## src/rtl/alu_word_sequencer.sv

```systemverilog
// alu_word_sequencer: runs a 4-bit ALU slice once per nibble (LSB first) to build a 4*NIBBLES-bit result.
//   clk_i, reset_n_i        : clock, synchronous active-low reset
//   start_i                 : operation request, sampled only when idle
//   op_a_i, op_b_i          : word operands, latched on accepted start
//   op_cin_i, op_sel_i      : carry into nibble 0 and slice select {s1,s0}, latched on accepted start
//   busy_o, done_o          : nibble passes in progress / one-cycle completion pulse
//   result_o, carry_o       : registered word result and carry-out of the top nibble
//   alu_a_o, alu_b_o        : current operand nibbles to the slice
//   alu_cin_o, alu_s1_o/s0_o: carry and latched select to the slice
//   alu_f_i, alu_cout_i     : slice function output and carry-out
module alu_word_sequencer #(
   parameter int NIBBLES = 4
) (
   input  logic                 clk_i,
   input  logic                 reset_n_i,
   input  logic                 start_i,
   input  logic [4*NIBBLES-1:0] op_a_i,
   input  logic [4*NIBBLES-1:0] op_b_i,
   input  logic                 op_cin_i,
   input  logic [1:0]           op_sel_i,
   output logic                 busy_o,
   output logic                 done_o,
   output logic [4*NIBBLES-1:0] result_o,
   output logic                 carry_o,
   output logic [3:0]           alu_a_o,
   output logic [3:0]           alu_b_o,
   output logic                 alu_cin_o,
   output logic                 alu_s1_o,
   output logic                 alu_s0_o,
   input  logic [3:0]           alu_f_i,
   input  logic                 alu_cout_i
);
   localparam int W  = 4*NIBBLES;
   localparam int IW = NIBBLES > 1 ? $clog2(NIBBLES) : 1;
   typedef enum logic [1:0] {IDLE, RUN, DONE} state_t;
   state_t        state_q, state_d;
   logic [IW-1:0] idx_q, idx_d;
   logic [W-1:0]  a_q, a_d, b_q, b_d, result_q, result_d;
   logic [1:0]    sel_q, sel_d;
   logic          carry_q, carry_d, last;
   assign last = idx_q == IW'(NIBBLES-1);
   always_comb begin
      state_d  = state_q;
      idx_d    = idx_q;
      a_d      = a_q;
      b_d      = b_q;
      sel_d    = sel_q;
      carry_d  = carry_q;
      result_d = result_q;
      if (state_q == IDLE && start_i) begin
         state_d = RUN;
         idx_d   = '0;
         a_d     = op_a_i;
         b_d     = op_b_i;
         sel_d   = op_sel_i;
         carry_d = op_cin_i;
      end else if (state_q == RUN) begin
         // the slice output is captured the same cycle it is driven; the carry chains into the next pass
         result_d[{idx_q, 2'b00} +: 4] = alu_f_i;
         carry_d = alu_cout_i;
         idx_d   = last ? '0 : idx_q + 1'b1;
         state_d = last ? DONE : RUN;
      end else if (state_q == DONE) begin
         state_d = IDLE;
      end
   end
   always_ff @(posedge clk_i) begin
      if (!reset_n_i) begin
         state_q  <= IDLE;
         idx_q    <= '0;
         a_q      <= '0;
         b_q      <= '0;
         sel_q    <= '0;
         carry_q  <= 1'b0;
         result_q <= '0;
      end else begin
         state_q  <= state_d;
         idx_q    <= idx_d;
         a_q      <= a_d;
         b_q      <= b_d;
         sel_q    <= sel_d;
         carry_q  <= carry_d;
         result_q <= result_d;
      end
   end
   assign busy_o    = state_q == RUN;
   assign done_o    = state_q == DONE;
   assign result_o  = result_q;
   assign carry_o   = carry_q;
   assign alu_a_o   = busy_o ? a_q[{idx_q, 2'b00} +: 4] : 4'h0;
   assign alu_b_o   = busy_o ? b_q[{idx_q, 2'b00} +: 4] : 4'h0;
   assign alu_cin_o = busy_o & carry_q;
   assign alu_s1_o  = sel_q[1];
   assign alu_s0_o  = sel_q[0];
endmodule

```

## config.mk

```make
export PLATFORM = sky130hd
export DESIGN_NAME = alu_word_sequencer
export DESIGN_NICKNAME = d
export VERILOG_FILES = /design/src/rtl/alu_word_sequencer.sv
export SDC_FILE = /design/constraint.sdc
export NUM_CORES = 1
export LEC_CHECK = 0
export ABC_AREA = 1
export CAP_MARGIN = 20
export CORE_UTILIZATION = 48
export CTS_CLUSTER_SIZE = 14
export DETAILED_ROUTE_END_ITERATION = 8
export PLACE_DENSITY = 0.9
export SLEW_MARGIN = 0
export SYNTH_ARGS = -nofsm -noshare
export SYNTH_HDL_FRONTEND = slang
export SYNTH_SLANG_ARGS = --single-unit
```

## constraint.sdc

```tcl
create_clock -name clk_i -period 1.7 [get_ports clk_i]
set_input_delay 0.34 -clock clk_i [delete_from_list [all_inputs] [get_ports clk_i]]
set_output_delay 0.34 -clock clk_i [all_outputs]
set_load 0.01 [all_outputs]
```

# After elaboration in Yosys (flattened, before gate mapping)
# Index checks and enable logic that the tools add are counted.
# word_totals
regBits	55
in_bits	43
# op_classes
addsub	2
eq_ne	3
shift	4
mux	10
bitwise	3
n_reduce_logical	7
# op_table
operator	count
indexed part select 16 x 5 -> 4 bit	2
bitwise mux 16 bit	1
variable shift 4 x 6 -> 16 bit (first input constant)	1
indexed part select 4 x 6 -> 16 bit	1
2-to-1 mux 2 bit	4
2-to-1 mux 4 bit	2
negation 4 -> 6 bit	1
== test 2 bit (second input constant)	2
nonzero test 2 bit	2
2-to-1 mux 1 bit	3
nonzero test 3 bit	1
adder 2 x 1 -> 2 bit (second input constant)	1
== test 2 x 1 -> 1 bit (second input constant)	1
zero test 2 bit	1
inverter 1 bit	2
AND reduction 2 bit	1
OR reduction 2 bit	1
bitwise AND 1 bit	1
logical AND 1 bit	1

# Longest topological paths before layout
# depth
word_depth	4
ltp_mapped	8
depth_no_buf	7

# Least setup slack after synthesis
# OpenSTA, ideal clock, no wires.
# synth_path
path_type	register to output
startpoint	register state_q[1]
endpoint	output alu_a_o[0]
arrival_ns	1.144
setup_slack_ns	0.216
path_stages_with_launch	7
cell_sequence	dfxtp_1 -> inv_1 -> ha_1 -> buf_6 -> inv_2 -> buf_6 -> a21oi_1
# synth_between
elab_chain_cells	2
# synth_lines
element	line	text
from (decl)	36	state_t state_q, state_d;
from (signal assigned)	77	state_q <= state_d;
== test 2 x 1 -> 1 bit	86	assign busy_o = state_q == RUN;
net busy_o	21	output logic busy_o,
2-to-1 mux 4 bit	90	assign alu_a_o = busy_o ? a_q[{idx_q, 2'b00} +: 4] : 4'h0;
to (decl)	25	output logic [3:0] alu_a_o,
# The timed path passes the listed nets, and every way through them passes these cells.

# Worst setup path in the final report
# layout_path
startpoint	register idx_q[0]
endpoint	output alu_b_o[1]
# layout_between
elab_chain_cells	2
# layout_lines
element	line	text
from (decl)	37	logic [IW-1:0] idx_q, idx_d;
from (signal assigned)	78	idx_q <= idx_d;
indexed part select 16 x 5 -> 4 bit	91	assign alu_b_o = busy_o ? b_q[{idx_q, 2'b00} +: 4] : 4'h0;
2-to-1 mux 4 bit	91	
to (decl)	26	output logic [3:0] alu_b_o,
# Every way passes these cells.

==> impl_metrics.json <==
{
  "fmax_mhz": 603,
  "slew_viol_final": 0,
  "cts_buffers": 5,
  "peakVddDrop_mv": 0.558,
  "grt_pass1_vias": 2376,
  "drt_iter0_drc": 200,
  "io_buffer_count": 72,
  "syn-num-nets": 414,
  "wl_met1_um": 2880,
  "clk_pin_slew_ns": 0.09,
  "cts_buffer_depth": 2,
  "drc_errors": 0,
  "r2r_slack_ns": 0.14,
  "yosys.cell_types.count": 22,
  "cts.sinks": 55,
  "firstDrtPassIters": 5,
  "placementRows": 26,
  "layoutNonFillerInstCount": 505,
  "path_class": "flip-flop to primary output",
  "final_nets": 487,
  "min_path_type": "flip-flop to flip-flop",
  "ios": 73,
  "cts_root_buf": "clkbuf_8",
  "required_ns": 1.36,
  "final_util_pct": 67.5,
  "setup.worst_path.start_class": "flip-flop",
  "worstMarginPinSlew_ns": 0.604,
  "hp-start": "b_q[5]",
  "topRoutingLayerUsed": "met4",
  "met2_length_um": 3130,
  "grt_max_degree": 37,
  "synthToLayoutAreaGrowth_pct": 33.3,
  "avgRoutedWirePerCell_um": 12.9,
  "crit_fanout": 16,
  "ys_seq_area_share_pct": 41.8,
  "finalSetupTns_ns": 0,
  "period_share_pct": 97.6,
  "place_area_mm2": 0.00344,
  "htree_levels": 2,
  "grt-ovfl-total": 0,
  "layout_common_cells": "74 x nand2_1, 61 x clkdlybuf4s50_1, 53 x dfxtp_1, 43 x nor2_1, 43 x a21oi_1",
  "ys_ff_latch": 55,
  "final_common_cell": "nand2_1",
  "drv_cap": 0,
  "groute.usage.overall_pct": 23.3,
  "power-per-cell-area_mw_per_mm2": 792,
  "cts_tree": "done",
  "layout-drive-gt1-share_pct": 14.7,
  "rsz0062_at_grt": "true",
  "pre_cts_slack_ns": -0.118,
  "finalHoldViolCount": 0,
  "r2r-end": "result_o[13]",
  "timing.rr.start": "idx_q[0]",
  "vias_per_cell": 5.03,
  "antenna_found_initial": 0,
  "die-area_mm2": 0.00579,
  "place.gp.congestion": 0.884,
  "finClkSkew_ns": 0.00713,
  "clock_latency_ns": 0.31,
  "nFillCells": 435,
  "ys_warn_count": 0,
  "antenna_cells": 0,
  "layout_setup_ws_ns": 0.0413,
  "fp.dieH_um": 76.1,
  "dp.cells": 498,
  "leakage_nw": 1.48,
  "grt_pass1_wl_um": 10900,
  "start_util_pct": 50.6,
  "syn-cell-area_mm2": 0.00263,
  "die_w_um": 76.1,
  "vias": 2540,
  "min_path_cells": 2,
  "synthCells": 362,
  "outcome": "complete, no violations",
  "maxSlewHeadroom_pct": 59.7,
  "synth_area_per_cell_um2": 7.28,
  "finalCriticalPeriod_ns": 1.66,
  "endpoint_kind": "primary output",
  "setup_viol": 0,
  "core_area_mm2": 0.00520,
  "r2r_cells": 8,
  "wl_um": 6510,
  "dp_hpwl_um": 4720,
  "cp.arrival_ns": 1.32,
  "wl_met3_um": 352,
  "holdPathEnd": "b_q[5]",
  "final_area_mm2": 0.00351,
  "drtAntennaViolNets": 0
}
report_power, final:
group,internal (mW),total [mW],switching (mW)
clock,0.321,0.729,0.408
sequential,1.38,1.42,0.0420
combinational,0.289,0.629,0.339
cell families (layout without fill, tap and decap cells):
family / after synthesis / count (layout) / synth area share (%)
flip-flops: 55 / 55 / 41.8
AO/OA/AOI/OAI: 93 / 93 / 19.0
AND/OR/NAND/NOR: 142 / 142 / 23.4
adder cells (fa/ha/maj): 9 / 9 / 4.28
buffers and inverters: 63 / 136 / 11.5
layout make-up:
cell class	count	area [um2]	share of cell area [%]
inverter	44	170	4.85
multi-input combinational	244	1250	35.5
clock buffer	6	82.6	2.35
sequential	55	1110	31.5
clock inverter	1	5.00	0.143
tap	70	87.6	2.49
timing repair buffer	85	812	23.1
cells in the mapped netlist:
cell	number	share of area, %
dfxtp_1	55	42
buf_2	5	0.95
buf_4	3	0.86
o21ai_1	1	0.19
buf_12	1	0.76
a21oi_2	9	3.0
nand2_4	4	1.7
clkbuf_2	3	0.57
nand2_2	3	0.71
ha_1	9	4.3
inv_1	40	5.7
or2_2	1	0.24
a21oi_1	44	8.4
nand2_1	74	11
clkbuf_1	3	0.43
o21ai_0	39	7.4
buf_6	4	1.7
nor2_4	3	1.3
inv_2	4	0.57
nor2_2	4	0.95
nand3_1	9	1.7
nor2_1	44	6.3
worst max-delay path by stage:
stage | cells after the start | end | slack (ns) | from
after floorplan | 6 | alu_a_o[0] | 0.22 | state_q[1]
after global placement | 5 | alu_a_o[3] | -0.05 | idx_q[0]
after global routing | 6 | alu_b_o[1] | -0.02 | idx_q[0]
after CTS | 6 | alu_cin_o | 0.04 | state_q[1]
final | 6 | alu_b_o[1] | 0.04 | idx_q[0]
after detailed placement | 5 | alu_a_o[0] | -0.12 | idx_q[0]
sequential cells by signal (all words and copies together), names as in the netlist:
| register | cells |
|---|---|
| state_q | 2 |
| a_q | 16 |
| result_o | 16 |
| carry_o | 1 |
| b_q | 16 |
| sel_q | 2 |
| idx_q | 2 |
worst max-delay path, stage by stage (launching register included):
cell and delay (ns):
dfxtp_4 0.39, buf_12 0.14, nor2_2 0.04, nor2_1 0.11, nand2_1 0.08, a21oi_1 0.12, buf_2 0.14
per-layer routing:
layer / vias to the layer above / track usage, %
li1: 1278 / -
met1: 1156 / 30.3
met4: 0 / 9.62
met5: - / 0
met3: 13 / 2.51
met2: 93 / 39.5
per-stage QoR:
stage	total power, mW	hold WS [ns]
5_1_grt	2.91	0.473
4_1_cts	2.77	0.456
3_5_place_dp	2.08	0.443
6_report	2.78	0.457
3_3_place_gp	2.06	0.438
2_1_floorplan	1.82	0.429
repair_timing:
action,4_1_cts,5_1_grt
buffers inserted,0,0
hold buffers,0,0
gates resized for setup,46,3
endpoints found under the setup margin,22,4
pin swaps,0,0
cloned,0,0
No activity file was read; power rests on OpenSTA's default activity.
